File: src/rtl/dp_ram_bist_pkg.sv
// Shared types and per-element decode for the dual-port RAM March C- BIST.
package dp_ram_bist_pkg;

  typedef enum logic [2:0] {
    M0, M1, M2, M3, M4, M5, M6
  } elem_e;

  typedef enum logic [1:0] {
    W0, W1, R0, R1
  } op_e;

  localparam int OPS_PER_ADDR = 12;

  function automatic logic elem_port(input elem_e e);
    return e == M5;
  endfunction

  function automatic logic elem_down(input elem_e e);
    return (e == M3) || (e == M4);
  endfunction

  function automatic logic [1:0] elem_ops(input elem_e e);
    return ((e == M0) || (e == M6)) ? 2'd1 : 2'd2;
  endfunction

  function automatic op_e elem_op(input elem_e e, input logic ph);
    op_e op;
    unique case (e)
      M0:         op = W0;
      M1, M3, M5: op = ph ? W1 : R0;
      M2, M4:     op = ph ? W0 : R1;
      default:    op = R1;
    endcase
    return op;
  endfunction

endpackage

File: src/rtl/dp_ram_bist_chk.sv
// One-deep read-check pipeline: compares returned data one cycle after
// the read is issued and captures the first failing read.
module dp_ram_bist_chk #(
  parameter int DATA_W = 8,
  parameter int ADDR_W = 6,
  parameter int TAG_W  = 3
) (
  input  logic              clk,
  input  logic              rst_n,
  input  logic              clr,
  input  logic              load,
  input  logic              ld_port,
  input  logic [ADDR_W-1:0] ld_addr,
  input  logic [DATA_W-1:0] ld_exp,
  input  logic [TAG_W-1:0]  ld_tag,
  input  logic [DATA_W-1:0] rd_a,
  input  logic [DATA_W-1:0] rd_b,
  output logic              mismatch,
  output logic [TAG_W-1:0]  fail_tag,
  output logic              fail_port,
  output logic [ADDR_W-1:0] fail_addr,
  output logic [DATA_W-1:0] fail_exp,
  output logic [DATA_W-1:0] fail_act
);

  logic              vld;
  logic              port;
  logic [ADDR_W-1:0] addr;
  logic [DATA_W-1:0] exp;
  logic [TAG_W-1:0]  tag;
  logic [DATA_W-1:0] rd;

  assign rd       = port ? rd_b : rd_a;
  assign mismatch = vld && (rd != exp);

  always_ff @(posedge clk or negedge rst_n) begin
    if (!rst_n) begin
      vld       <= 1'b0;
      port      <= 1'b0;
      addr      <= '0;
      exp       <= '0;
      tag       <= '0;
      fail_tag  <= '0;
      fail_port <= 1'b0;
      fail_addr <= '0;
      fail_exp  <= '0;
      fail_act  <= '0;
    end else begin
      vld <= load;
      if (load) begin
        port <= ld_port;
        addr <= ld_addr;
        exp  <= ld_exp;
        tag  <= ld_tag;
      end
      if (clr) begin
        fail_tag  <= '0;
        fail_port <= 1'b0;
        fail_addr <= '0;
        fail_exp  <= '0;
        fail_act  <= '0;
      end else if (mismatch) begin
        fail_tag  <= tag;
        fail_port <= port;
        fail_addr <= addr;
        fail_exp  <= exp;
        fail_act  <= rd;
      end
    end
  end

endmodule

File: src/rtl/dp_ram_bist.sv
// March C- self-test controller driving both ports of a dual-port RAM,
// reporting pass/fail with first-failure diagnostics.
module dp_ram_bist
  import dp_ram_bist_pkg::*;
#(
  parameter int                 DATA_W  = 8,
  parameter int                 ADDR_W  = 6,
  parameter logic [DATA_W-1:0]  PATTERN = '0
) (
  input  logic              clk,
  input  logic              rst_n,
  input  logic              start,
  output logic              busy,
  output logic              done,
  output logic              pass,
  output logic [2:0]        fail_elem,
  output logic              fail_port,
  output logic [ADDR_W-1:0] fail_addr,
  output logic [DATA_W-1:0] fail_exp,
  output logic [DATA_W-1:0] fail_act,
  output logic [DATA_W-1:0] data_a,
  output logic [ADDR_W-1:0] addr_a,
  output logic              we_a,
  input  logic [DATA_W-1:0] o_a,
  output logic [DATA_W-1:0] data_b,
  output logic [ADDR_W-1:0] addr_b,
  output logic              we_b,
  input  logic [DATA_W-1:0] o_b
);

  localparam logic [1:0] S_IDLE  = 2'd0;
  localparam logic [1:0] S_RUN   = 2'd1;
  localparam logic [1:0] S_DRAIN = 2'd2;
  localparam logic [1:0] S_DONE  = 2'd3;

  logic [1:0]        state;
  elem_e             elem;
  logic [ADDR_W-1:0] cnt;
  logic              phase;
  logic              pass_q;

  op_e               op;
  logic              port;
  logic [ADDR_W-1:0] addr;
  logic              run;
  logic              is_wr;
  logic [DATA_W-1:0] pat;
  logic              start_ok;
  logic              last_ph;
  logic              last_addr;
  logic              mismatch;

  assign op        = elem_op(elem, phase);
  assign port      = elem_port(elem);
  assign addr      = elem_down(elem) ? ~cnt : cnt;
  assign run       = state == S_RUN;
  assign start_ok  = start && ((state == S_IDLE) || (state == S_DONE));
  assign last_ph   = {1'b0, phase} == (elem_ops(elem) - 2'd1);
  assign last_addr = &cnt;

  assign busy = (state == S_RUN) || (state == S_DRAIN);
  assign done = state == S_DONE;
  assign pass = pass_q;

  always_comb begin
    is_wr = 1'b0;
    pat   = PATTERN;
    unique case (op)
      W0: is_wr = 1'b1;
      W1: begin
        is_wr = 1'b1;
        pat   = ~PATTERN;
      end
      R0: pat = PATTERN;
      R1: pat = ~PATTERN;
    endcase
  end

  // Only the element's own port is active; the other sits at zero.
  always_comb begin
    data_a = '0;
    addr_a = '0;
    we_a   = 1'b0;
    data_b = '0;
    addr_b = '0;
    we_b   = 1'b0;
    if (run && !port) begin
      we_a   = is_wr;
      addr_a = addr;
      data_a = is_wr ? pat : '0;
    end
    if (run && port) begin
      we_b   = is_wr;
      addr_b = addr;
      data_b = is_wr ? pat : '0;
    end
  end

  always_ff @(posedge clk or negedge rst_n) begin
    if (!rst_n) begin
      state  <= S_IDLE;
      elem   <= M0;
      cnt    <= '0;
      phase  <= 1'b0;
      pass_q <= 1'b0;
    end else if (start_ok) begin
      state  <= S_RUN;
      elem   <= M0;
      cnt    <= '0;
      phase  <= 1'b0;
      pass_q <= 1'b0;
    end else if (state == S_RUN) begin
      if (mismatch) begin
        state  <= S_DONE;
        pass_q <= 1'b0;
      end else if (!last_ph) begin
        phase <= 1'b1;
      end else begin
        phase <= 1'b0;
        cnt   <= cnt + ADDR_W'(1);
        if (last_addr) begin
          if (elem == M6) state <= S_DRAIN;
          else elem <= elem_e'(elem + 3'd1);
        end
      end
    end else if (state == S_DRAIN) begin
      state  <= S_DONE;
      pass_q <= !mismatch;
    end
  end

  dp_ram_bist_chk #(
    .DATA_W (DATA_W),
    .ADDR_W (ADDR_W),
    .TAG_W  (3)
  ) u_chk (
    .clk       (clk),
    .rst_n     (rst_n),
    .clr       (start_ok),
    .load      (run && !is_wr && !mismatch),
    .ld_port   (port),
    .ld_addr   (addr),
    .ld_exp    (pat),
    .ld_tag    (3'(elem)),
    .rd_a      (o_a),
    .rd_b      (o_b),
    .mismatch  (mismatch),
    .fail_tag  (fail_elem),
    .fail_port (fail_port),
    .fail_addr (fail_addr),
    .fail_exp  (fail_exp),
    .fail_act  (fail_act)
  );

endmodule
File: config.mk
export PLATFORM = sky130hd
export DESIGN_NAME = dp_ram_bist
export DESIGN_NICKNAME = d
export VERILOG_FILES = /design/src/rtl/dp_ram_bist_pkg.sv /design/src/rtl/dp_ram_bist_chk.sv /design/src/rtl/dp_ram_bist.sv
export SDC_FILE = /design/constraint.sdc
export NUM_CORES = 1
export LEC_CHECK = 0
export ABC_CLOCK_PERIOD_IN_PS = 2930
export BUFFER_PORTS_ARGS = -buffer_cell sky130_fd_sc_hd__buf_2
export CORE_MARGIN = 3
export CORE_UTILIZATION = 49
export DETAILED_ROUTE_END_ITERATION = 16
export HOLD_SLACK_MARGIN = 0.15
export PLACE_DENSITY = 0.87
export SYNTH_ARGS = -nofsm -noshare
export SYNTH_HDL_FRONTEND = slang
export SYNTH_HIERARCHICAL = 1
export SYNTH_SLANG_ARGS = --single-unit
File: constraint.sdc
create_clock -name clk -period 2.93 [get_ports clk]
set_input_delay 0.586 -clock clk [delete_from_list [all_inputs] [get_ports clk]]
set_output_delay 0.586 -clock clk [all_outputs]
set_load 0.1 [all_outputs]
Yosys cells after proc, flatten, opt, wreduce, memory -nomap -nowiden
Index checks and enable logic that the tools add are counted.
{"block": "word_totals", "ff_bits": 58, "output_inout_bits": 59, "input_bits": 19, "wordCells": 119}
{"block": "classes", "eq_ne": 19, "bitwise_logic": 1, "n_mux": 50, "n_addsub": 3, "reduce_logical": 31}
{"operator": "$mux W8", "count": 9}
{"operator": "$mux W6", "count": 9}
{"operator": "$mux W3", "count": 8}
{"operator": "$mux W2", "count": 10}
{"operator": "$mux W1", "count": 13}
{"operator": "$ne A4 B1 Y1 const B", "count": 3}
{"operator": "$eq A3 B3 Y1 const B", "count": 3}
{"operator": "$ne A8 B8 Y1", "count": 1}
{"operator": "$reduce_bool A2 Y1", "count": 4}
{"operator": "$add A6 B1 Y6 const B", "count": 1}
{"operator": "$eq A2 B2 Y1 const B", "count": 3}
{"operator": "$eq A3 B2 Y1 const B", "count": 2}
{"operator": "$logic_and A1 B1 Y1", "count": 6}
{"operator": "$not A6 Y6", "count": 1}
{"operator": "$pmux W2 S3", "count": 1}
{"operator": "$reduce_and A6 Y1", "count": 1}
{"operator": "$reduce_or A2 Y1", "count": 3}
{"operator": "$reduce_and A5 Y1", "count": 1}
{"operator": "$eq A2 B1 Y1 const B", "count": 2}
{"operator": "$logic_not A2 Y1", "count": 2}
{"operator": "$logic_or A1 B1 Y1", "count": 4}
{"operator": "$ne A2 B2 Y1 const B", "count": 2}
{"operator": "$reduce_and A2 Y1", "count": 2}
{"operator": "$reduce_and A4 Y1", "count": 1}
{"operator": "10 further kinds", "count": 12}

Longest topological paths before layout
Gate-level depths: netlist of run 1.
{"block": "logic_depth", "ltp_word": 9, "depth_mapped": 12, "depth_no_buf": 8}

By module
Netlist of run 1, hierarchy kept.
{"module": "dp_ram_bist_chk", "area_each_um2": 2154.6, "cells_each": 171, "instances": 1, "seq_area_each_um2": 1126.1}
{"module": "dp_ram_bist", "area_each_um2": 1174.9, "cells_each": 144, "instances": 1, "seq_area_each_um2": 325.3}

Worst setup path before layout of run 1
OpenSTA, ideal clock, no wires.
{"block": "synth_path", "path_type": "register to output", "from": "register elem[1]", "to": "output data_a[1]", "path_stages_with_launch": 8, "path_slack_ns": -0.722, "required_ns": 2.344, "path_buffers": 2, "arrival_ns": 3.066, "cell_sequence": "dfrtp_1 -> inv_1 -> ha_1 -> and2_1 -> nand2b_1 -> clkbuf_1 -> nor2_1 -> buf_4"}
{"block": "synth_via", "elab_chain_cells": 8, "word_cells_on_any_way": 20, "cone_classes": "eq/ne: 7; mux: 5; reduce/logical: 8"}
{"item": "start: declaration", "line": "dp_ram_bist.sv:37", "source": "elem_e elem;"}
{"item": "start signal: assignment", "line": "dp_ram_bist.sv:123", "source": "else elem <= elem_e'(elem + 3'd1);"}
{"item": "$eq A3 B3 Y1 (*)", "line": "dp_ram_bist_pkg.sv:15", "source": "return e == M5;"}
{"item": "named net port", "line": "dp_ram_bist.sv:43", "source": "logic port;"}
{"item": "$reduce_or A3 Y1", "line": "dp_ram_bist_pkg.sv:28", "source": "unique case (e)"}
{"item": "$pmux W2 S3", "line": "dp_ram_bist_pkg.sv:28"}
{"item": "$eq A2 B2 Y1, or another cell as far along", "line": "dp_ram_bist.sv:68", "source": "unique case (op)"}
{"item": "$reduce_or A2 Y1 (no line)"}
{"item": "$mux W8 or $mux W1 (tied branches)", "line": "dp_ram_bist.sv:68"}
{"item": "$mux W8", "line": "dp_ram_bist.sv:90", "source": "data_a = is_wr ? pat : '0;"}
{"item": "$mux W8 (*)", "line": "dp_ram_bist.sv:87", "source": "if (run && !port) begin"}
{"item": "end: declaration", "line": "dp_ram_bist.sv:21", "source": "output logic [DATA_W-1:0] data_a,"}
Mark *: on every way through the listed nets, which the timed path passes. The rest lies on a longest branch.

Worst setup path in the final report of run 1
{"block": "layout_path", "from": "register elem[0]", "to": "output we_b"}
{"block": "layout_via", "elab_chain_cells": 7, "word_cells_on_any_way": 15, "cone_classes": "eq/ne: 6; mux: 3; reduce/logical: 6"}
{"item": "$eq A3 B3 Y1, or another cell as far along", "line": "dp_ram_bist_pkg.sv:15, dp_ram_bist_pkg.sv:28"}
{"item": "$reduce_or A3 Y1 or $reduce_or A2 Y1 (tied branches)", "line": "dp_ram_bist_pkg.sv:28"}
{"item": "$pmux W2 S3", "line": "dp_ram_bist_pkg.sv:28"}
{"item": "$eq A2 B1 Y1 or $logic_not A2 Y1 (tied branches)", "line": "dp_ram_bist.sv:68"}
{"item": "$reduce_or A2 Y1 (no line)"}
{"item": "$mux W1", "line": "dp_ram_bist.sv:68"}
{"item": "$mux W1 (*)", "line": "dp_ram_bist.sv:92", "source": "if (run && port) begin"}
{"item": "end: declaration", "line": "dp_ram_bist.sv:27", "source": "output logic we_b,"}
Mark *: on every way between the ends. The rest lies on a longest branch, timed or not.

==> impl_metrics.toml, run 1 <==
[setup_path]
cp_cell_sequence = "ha_1 -> ha_1 -> nor2_1 -> nand2_1 -> a22o_1 -> nor2b_2 -> buf_4"
end_kind = "primary output"
startpoint_type = "flip-flop"
critPathMaxStageDelay_ns = 0.47
crit_start = "elem[0]"
rrSetupSlack_ns = 0.14
cp.required_ns = 2.34
crit_top_cell = "ha_1"
crit_arrival_ns = 2.31
crit_slowest_cell = "dfrtp_1"
rr_startpoint = "u_chk/port"
path_max_fanout = 7
setup.worst_path.class = "reg2out"

[synth]
seq_area_frac_synth_pct = 43.6
ys_dominant_reg_cell = "dfrtp_1"
synth_top_area_share_pct = 43.6
yosysTopAreaCell = "dfrtp_1"
syn_inst = 315
synth_edf_count = 0
synth.cell_area_um2 = 3330
synthArstFlopShare_pct = 100
synth-seq-cells = 58
synth.area.top_cells = "dfrtp_1, mux2i_1, mux2_2, nand2b_1, ha_1"
synth_cell_types = 39
yosysWarnings = 6
synth.avg_cell_area_um2 = 10.6
synth.net_count = 344

[global_routing]
overflow = 0
antenna_found_initial = 0
grt_max_degree = 62
grt_pass1_wl_um = 12200
grt_use_total_pct = 20.4
grt_pass1_vias = 2447

[power_and_ir_drop]
p_comb_share_pct = 32.9
p_clk_share_pct = 29.0
sw_frac_of_total_pct = 38.6
power.total_mw = 2.31
power_density_nw_per_um2 = 555
ir_drop_uv = 566
p_sw_mw = 0.892
power.internal_mw = 1.42
p_seq_share_pct = 38.0
leakage_nw = 2.00

[route]
postRouteWirelength_um = 7880
routed_via_density = 5.44
first_pass_iters = 4
ant_nets = 0
vias = 2528
wl_per_cell_um = 16.9
drt-initial-drc-count = 158
drc = 0

[timing]
finClkSkew_ns = 0.0108
tightestPinTransition_ns = 0.829
setup_violations = 0
final-max-slew-violation-count = 0
slew_headroom_pct = 44.7
fmax_mhz = 345
final_hold_viol_count = 0
fin_crit_sh_pct = 98.9
tns_ns = 0
fin_crit_ns = 2.90

[floorplanning]
core-area_um2 = 6460
die_h_um = 88.4
die_x_um = 88.4
row_count = 29
start_util_pct = 51.5
io_pins = 78
die_area_um2 = 7820

[placement]
gp_congestion = 0.839
port_buffers = 77
detailed_place_hpwl_um = 5400

[finish]
final.fill_count = 465
synthToLayoutAreaGrowth_pct = 25.1
drive_above_1_share_pct = 38.1
antenna_cells = 0
num-nets-final = 412

[clock_tree]
root_buffer = "clkbuf_8"
htree_levels = 3
clock_sinks = 58
cts.clk_slew.worst_paths_ns = 0.07
cts_tree = "yes"
worstSkewPairLatency_ns = 0.35
cts_buffers = 9
clockBufferDepth = 2

[status]
outcome = "finished, final reports clean"

[flow_run]
cap_viol_max_count = 0

[hold_path]
hold_class = "in2async"
[stage by stage]
| step | util, % | setup WS [ns] | cells | cell area, um^2 | hold slack (ns) |
|---|---|---|---|---|---|
| after CTS | 63.2 | -0.0584 | 464 | 4080 | 0.249 |
| final | 64.5 | 0.0314 | 465 | 4170 | 0.239 |
| after global placement | 60.0 | 0.174 | 448 | 3870 | 0.495 |
| after detailed placement | 60.0 | -0.0497 | 448 | 3870 | 0.494 |
| after floorplan | - | -0.372 | 315 | 3350 | 0.290 |
| after global routing | 64.5 | -0.0541 | 465 | 4170 | 0.282 |
[routing by layer]
layer  vias up  share of wire [%]  global-route usage [%]
met4         0                2.2                    9.75
met2        68                 51                    31.4
met5         -                  0                       0
li1       1182                  -                       -
met1      1263                 43                    27.1
met3        15                4.6                    5.03
[worst max-delay path, delay by kind of cell (launching register included)]
kind,cells,cell delay (ns)
AND/OR/NAND/NOR,3,0.51
AO/OA/AOI/OAI,1,0.30
flip-flops,1,0.47
buffers and inverters,1,0.24
adder cells (fa/ha/maj),2,0.46
[logic make-up (layout without fill, tap and decap cells)]
| family | count (synthesis) | after routing | synth area share (%) |
|---|---|---|---|
| and+or+nand+nor | 103 | 103 | 16.7 |
| DFF | 58 | 58 | 43.6 |
| muxes | 57 | 57 | 18.2 |
| buffers and inverters | 45 | 118 | 8.00 |
| AOI/OAI and AO/OA | 27 | 27 | 5.75 |
| xor gates and xnor gates | 15 | 15 | 3.95 |
| adders and majority gates | 10 | 10 | 3.76 |
[synthesized netlist by cell type (2+ instances only)]
cell,count
xnor2_1,8
a21o_1,2
mux2_2,25
ha_1,10
nor2_1,27
or4_1,2
nand2b_1,39
nor4_1,3
o21ai_0,5
buf_2,2
o311ai_0,2
o31ai_1,4
dfrtp_1,58
buf_6,3
nor2b_1,12
nand3_1,3
nand2_1,9
and2_1,2
o41ai_1,2
mux2i_1,31
xor2_1,7
a21oi_1,6
or3_1,3
inv_1,14
buf_4,15
clkbuf_1,8
[final cells by class]
| type | instances | area (um^2) | area share, % |
|---|---|---|---|
| clock inverter | 5 | 28.8 | 0.691 |
| tap | 77 | 96.3 | 2.31 |
| timing repair buffer | 87 | 683 | 16.4 |
| clock buffer | 11 | 151 | 3.63 |
| inverter | 15 | 56.3 | 1.35 |
| multi-input combinational | 212 | 1700 | 40.8 |
| sequential | 58 | 1450 | 34.9 |
[power groups by stage]
stage / sequential (mW) / clock (mW) / combinational (mW)
2_1_floorplan: 0.865 / 0 / 0.557
3_3_place_gp: 0.881 / 0 / 0.709
3_5_place_dp: 0.886 / 0 / 0.732
4_1_cts: 0.871 / 0.682 / 0.741
5_1_grt: 0.884 / 0.719 / 0.808
6_report: 0.879 / 0.671 / 0.761
[path summary, 6_finish.rpt]
check,end,cells after the start
worst max register to register,elem[1],10
max in group asynchronous,u_chk/fail_addr[3],2
worst max-delay path,we_b,7
worst min-delay path,u_chk/fail_exp[3],1
worst min register to register,u_chk/addr[3],1
min in group clk,u_chk/addr[3],1
[repair_timing]
item | in CTS | in global routing
hold buffers | 0 | 0
endpoints found under the setup margin | 18 | 29
gates resized for setup | 12 | 21
buffers inserted | 0 | 1
gates cloned | 0 | 0
[sequential cells by signal, indices dropped and copies added, names as in the netlist, 2 cells and up]
| signal | count |
|---|---|
| u_chk/tag | 3 |
| u_chk/exp | 8 |
| u_chk/fail_tag | 3 |
| elem | 3 |
| u_chk/fail_act | 8 |
| state | 2 |
| u_chk/fail_addr | 6 |
| u_chk/fail_exp | 8 |
| u_chk/addr | 6 |
| cnt | 6 |
[placed cells by master (no fill, tap or decap), types with 2 or more instances in the layout]
cell / synthesis / final
a21oi_1: 6 / 6
nand3_1: 3 / 3
mux2_2: 25 / 25
inv_1: 14 / 14
o21ai_0: 5 / 5
nand2b_1: 39 / 38
mux2i_1: 31 / 26
or4_1: 2 / 2
xnor2_1: 8 / 8
or3_1: 3 / 3
o41ai_1: 2 / 2
buf_4: 15 / 21
nor2_1: 27 / 25
clkbuf_4: 0 / 6
mux2i_2: 0 / 5
nand2_1: 9 / 9
buf_2: 2 / 48
and2_1: 2 / 2
o31ai_1: 4 / 4
nor2b_1: 12 / 10
ha_1: 10 / 10
nor2b_2: 0 / 2
nor4_1: 3 / 2
xor2_2: 0 / 3
a21o_1: 2 / 2
buf_12: 1 / 12
clkinv_2: 0 / 4
dfrtp_1: 58 / 57
xor2_1: 7 / 4
clkbuf_8: 0 / 11
nor2_4: 0 / 2
Power figures use the tool's default switching activity.
==> inputs of run 2 (changes only) <==
Settings changed: ABC_CLOCK_PERIOD_IN_PS 2930 to unset, PLACE_DENSITY 0.87 to 0.82.
==> run 2 against run 1 <==
Die area unchanged. Final cell count decreased by 0.43%. Sequential cell count unchanged. Worst setup slack gained 0.099 ns. Clock-buffer cell count down 1. First-iteration DRC count fell by 13%. Critical path type unchanged.
==> impl_metrics.toml, run 2 (same netlist as run 1, synthesis figures left out) <==
[setup_path]
end_kind = "primary output"
crit_buf_inv = 1
critPathMaxStageDelay_ns = 0.45
startpoint_type = "flip-flop"
crit_top_cell = "ha_1"
critPathCapture = "we_a"
rr_worst_depth = 9
cp_cell_sequence = "ha_1 -> ha_1 -> nor2_1 -> nand2_1 -> a22o_1 -> nor2b_2 -> clkbuf_4"
rr_startpoint = "u_chk/port"
cp.required_ns = 2.34
crit_start = "elem[0]"
rrSetupSlack_ns = 0.22
path_max_fanout = 7
crit_arrival_ns = 2.21
crit_cells = 7
r2r_end = "cnt[3]"
crit_slowest_cell = "dfrtp_1"
setup.worst_path.class = "reg2out"
path_delay_family = "flip-flops"

[route]
first_pass_iters = 4
drt-initial-drc-count = 137
drc = 0
vias = 2415
routed_via_density = 5.22
postRouteWirelength_um = 7080
ant_nets = 0
wl_per_cell_um = 15.3

[global_routing]
grt_max_degree = 62
grt_use_total_pct = 19.1
overflow = 0
antenna_found_initial = 0
grt_pass1_wl_um = 11400
grt_pass1_vias = 2344

[clock_tree]
cts_buffers = 9
htree_levels = 3
worstSkewPairLatency_ns = 0.33
clockBufferDepth = 2
cts_tree = "yes"
clock_sinks = 58
cts.clk_slew.worst_paths_ns = 0.07
root_buffer = "clkbuf_8"

[floorplanning]
die_h_um = 88.4
start_util_pct = 51.5
io_pins = 78
die_x_um = 88.4
die_area_um2 = 7820
row_count = 29
core-area_um2 = 6460

[placement]
dpl_cell_area_um2 = 3870
dp.cells = 448
port_buffers = 77
gp_congestion = 0.869
detailed_place_hpwl_um = 5190

[finish]
final_common_cell = "buf_2"
final.fill_count = 503
fin_cells = 463
antenna_cells = 0
mostFrequentLayoutCells = "buf_2, dfrtp_1, nand2b_1"
synthToLayoutAreaGrowth_pct = 24.3
largestRegisters = "u_chk/exp (8), u_chk/fail_act (8), u_chk/fail_exp (8)"
drive_above_1_share_pct = 36.3
stdcell_area_um2 = 4140
num-nets-final = 411

[timing]
tightestPinTransition_ns = 0.804
final-max-slew-violation-count = 0
tns_ns = 0
setup_violations = 0
fin_crit_sh_pct = 95.6
fin_crit_ns = 2.80
final_hold_viol_count = 0
rsz0062_at_grt = "true"
fmax_mhz = 357
slew_headroom_pct = 46.3
finClkSkew_ns = 0.00677

[flow_run]
cap_viol_max_count = 0

[hold_path]
hold_class = "in2async"

[power_and_ir_drop]
power_density_nw_per_um2 = 586
leakage_nw = 1.99
ir_drop_uv = 569

[status]
outcome = "finished, final reports clean"
run 2: layout make-up:
cell class                 instances  area, um^2  share of cell area [%]
sequential                        58        1450                    35.1
timing repair buffer              86         643                    15.5
clock inverter                     5        78.8                    1.91
tap                               77        96.3                    2.33
clock buffer                      10         138                    3.33
inverter                          15        56.3                    1.36
multi-input combinational        212        1670                    40.4
run 2: through the flow:
| step | utilization (%) | setup WS, ns | total power [mW] | hold WS, ns |
|---|---|---|---|---|
| finish | 64.1 | 0.130 | 2.43 | 0.234 |
| CTS | 63.5 | 0.0426 | 2.43 | 0.241 |
| detailed placement | 60.0 | -0.0189 | 1.62 | 0.498 |
| global route | 64.1 | -0.0505 | 2.54 | 0.271 |
| global placement | 60.0 | 0.132 | 1.61 | 0.493 |
| floorplan | - | -0.372 | 1.42 | 0.290 |
run 2: how the worst min path moves through the flow:
stage | to | slack, ns | start | cells after the start
floorplan | cnt[0] | 0.29 | rst_n | 0
global placement | u_chk/addr[1] | 0.49 | u_chk/addr[1] | 1
detailed placement | u_chk/addr[3] | 0.50 | u_chk/addr[3] | 1
CTS | u_chk/fail_exp[5] | 0.24 | rst_n | 1
global route | u_chk/fail_exp[4] | 0.27 | rst_n | 1
finish | u_chk/fail_exp[4] | 0.23 | rst_n | 1
run 2: repair_timing:
action | 4_1_cts | 5_1_grt
gates resized for setup | 2 | 8
setup buffers | 0 | 0
hold buffers | 0 | 0
pin swaps | 0 | 0
setup endpoints to repair | 5 | 19
run 2: layer usage:
layer	GRT usage [%]	vias to the layer above	wire, um
met5	0	-	0
met4	7.01	0	51
met3	4.66	6	312
met2	30.9	46	3600
met1	25.1	1179	3120
li1	-	1184	-
run 2: where the power goes:
group / internal, mW / switching [mW]
Combinational: 0.243 / 0.501
Clock: 0.495 / 0.311
Sequential: 0.828 / 0.0477
==> inputs of run 3 (changes only) <==
Settings changed: CORE_ASPECT_RATIO set to 0.5.
==> run 3 against run 2 <==
Core utilization grew 1.6 points. Worst setup slack worse by 0.090 ns. Cell area did not move. Sequential power hardly changed. Global-route usage up 1.7 points. Sequential cell count is the same. Fmax down 3.1%. Highest routed layer unchanged. Clock skew about the same. Clock-buffer cell count up 1. Final cell count grew 3.0%. Register-to-register slack got worse by 0.10 ns. First-iteration DRC count up 39%.
==> impl_metrics.toml, run 3 (same netlist as run 1, synthesis figures left out) <==
[status]
outcome = "finished, final reports clean"

[flow_run]
cap_viol_max_count = 0

[power_and_ir_drop]
ir_drop_uv = 324
p_clk_share_pct = 41.4
power_density_nw_per_um2 = 652
p_seq_share_pct = 32.5
power.total_mw = 2.70
sw_frac_of_total_pct = 33.3
p_sw_mw = 0.899
leakage_nw = 2.01
power.internal_mw = 1.80
p_comb_share_pct = 26.1

[floorplanning]
die_h_um = 64.3
die_area_um2 = 7880
die_x_um = 123
core-area_um2 = 6310
io_pins = 78
start_util_pct = 52.8
row_count = 20

[global_routing]
grt_pass1_vias = 2636
overflow = 0
grt_pass1_wl_um = 12600
grt_max_degree = 62
grt_use_total_pct = 20.8
antenna_found_initial = 0

[finish]
largestRegisters = "u_chk/exp (8), u_chk/fail_act (8), u_chk/fail_exp (8)"
fin_cells = 477
antenna_cells = 0
synthToLayoutAreaGrowth_pct = 24.3
stdcell_area_um2 = 4140
num-nets-final = 413
drive_above_1_share_pct = 36.2
mostFrequentLayoutCells = "buf_2, dfrtp_1, nand2b_1"
final_common_cell = "buf_2"
final_core_util_pct = 65.6

[setup_path]
end_kind = "primary output"
path_max_fanout = 8
critPathMaxStageDelay_ns = 0.49
startpoint_type = "flip-flop"
cp_cell_sequence = "inv_1 -> ha_1 -> and2_1 -> nand2_1 -> nor2_2 -> buf_2"
crit_arrival_ns = 2.30
setup.worst_path.class = "reg2out"
path_delay_family = "simple AND/OR/NAND/NOR gates"
cp.required_ns = 2.34
crit_slowest_cell = "buf_2"
crit_buf_inv = 2

[placement]
port_buffers = 77
gp_congestion = 0.794
dpl_cell_area_um2 = 3760
dp.cells = 460
detailed_place_hpwl_um = 5410

[route]
postRouteWirelength_um = 7730
drc = 0
wl_per_cell_um = 16.2
drt-initial-drc-count = 191
ant_nets = 0
routed_via_density = 5.26
vias = 2510
first_pass_iters = 4

[timing]
setup_violations = 0
fin_crit_ns = 2.89
slew_headroom_pct = 36.2
final_hold_viol_count = 0
holdWs_ns = 0.284
rsz0062_at_grt = "true"
fmax_mhz = 346
finClkSkew_ns = 0.00689
fin_crit_sh_pct = 98.6
final-max-slew-violation-count = 0
tightestPinTransition_ns = 0.949

[clock_tree]
root_buffer = "clkbuf_16"
worstSkewPairLatency_ns = 0.32
cts_buffers = 9
clock_sinks = 58
htree_levels = 3
clockBufferDepth = 2
cts_hold_buf = 0
cts.clk_slew.worst_paths_ns = 0.05
cts_tree = "yes"

[hold_path]
hold_class = "in2async"
==> run 3: cell types whose count changed in the layout (fill, tap and decap cells not counted), moves of 2 or more <==
cell       previous run  this run
o311ai_1              0         2
o311ai_0              2         0
clkbuf_8             10         1
mux2i_1              31        29
buf_12               12         3
clkbuf_4              4        14
xor2_1                4         7
clkbuf_16             0         9
xor2_2                3         0
mux2i_2               0         2
==> run 3: timing repair <==
item,in CTS,in global routing
gates resized for setup,2,19
endpoints found under the setup margin,25,35
pin swaps,0,1
setup buffers,0,1
==> run 3: per-layer routing <==
layer	global-route usage [%]	wire, um
met5	0	0
met4	6.42	154
met3	6.63	367
met2	37.8	4030
met1	23.3	3170
==> run 3: worst paths after layout <==
check                                   start                 to  slack (ns)  depth (start not counted)
max in group asynchronous               rst_n            elem[0]        1.93                          2
worst min-delay path                    rst_n  u_chk/fail_exp[5]        0.28                          1
worst max-delay path                  elem[1]          data_b[3]        0.04                          6
min in group clk                u_chk/addr[3]      u_chk/addr[3]        0.51                          1
worst max register to register     u_chk/port             cnt[4]        0.12                          9
worst min register to register  u_chk/addr[3]      u_chk/addr[3]        0.51                          1
==> run 3: final cells by class <==
| type | count | area [um^2] |
|---|---|---|
| Clock buffer | 11 | 243 |
| Clock inverter | 5 | 77.6 |
| Fill cell | 480 | 2170 |
| Inverter | 15 | 56.3 |
| Multi-Input combinational cell | 212 | 1650 |
| Sequential cell | 58 | 1450 |
| Tap cell | 88 | 110 |
| Timing Repair Buffer | 88 | 546 |
==> run 3: power groups by stage <==
stage          clock network, mW  logic (mW)  registers, mW
2_1_floorplan                  0       0.557          0.865
3_3_place_gp                   0       0.663          0.881
3_5_place_dp                   0       0.682          0.887
4_1_cts                     1.13       0.688          0.874
5_1_grt                     1.18       0.762          0.880
6_report                    1.12       0.705          0.876
==> run 3: metrics by stage <==
step	TNS (ns)	worst slack [ns]
floorplan	-4.44	-0.372
global placement	0	0.139
detailed placement	-0.307	-0.0884
CTS	0	0.0185
global route	-0.550	-0.0631
finish	0	0.0402
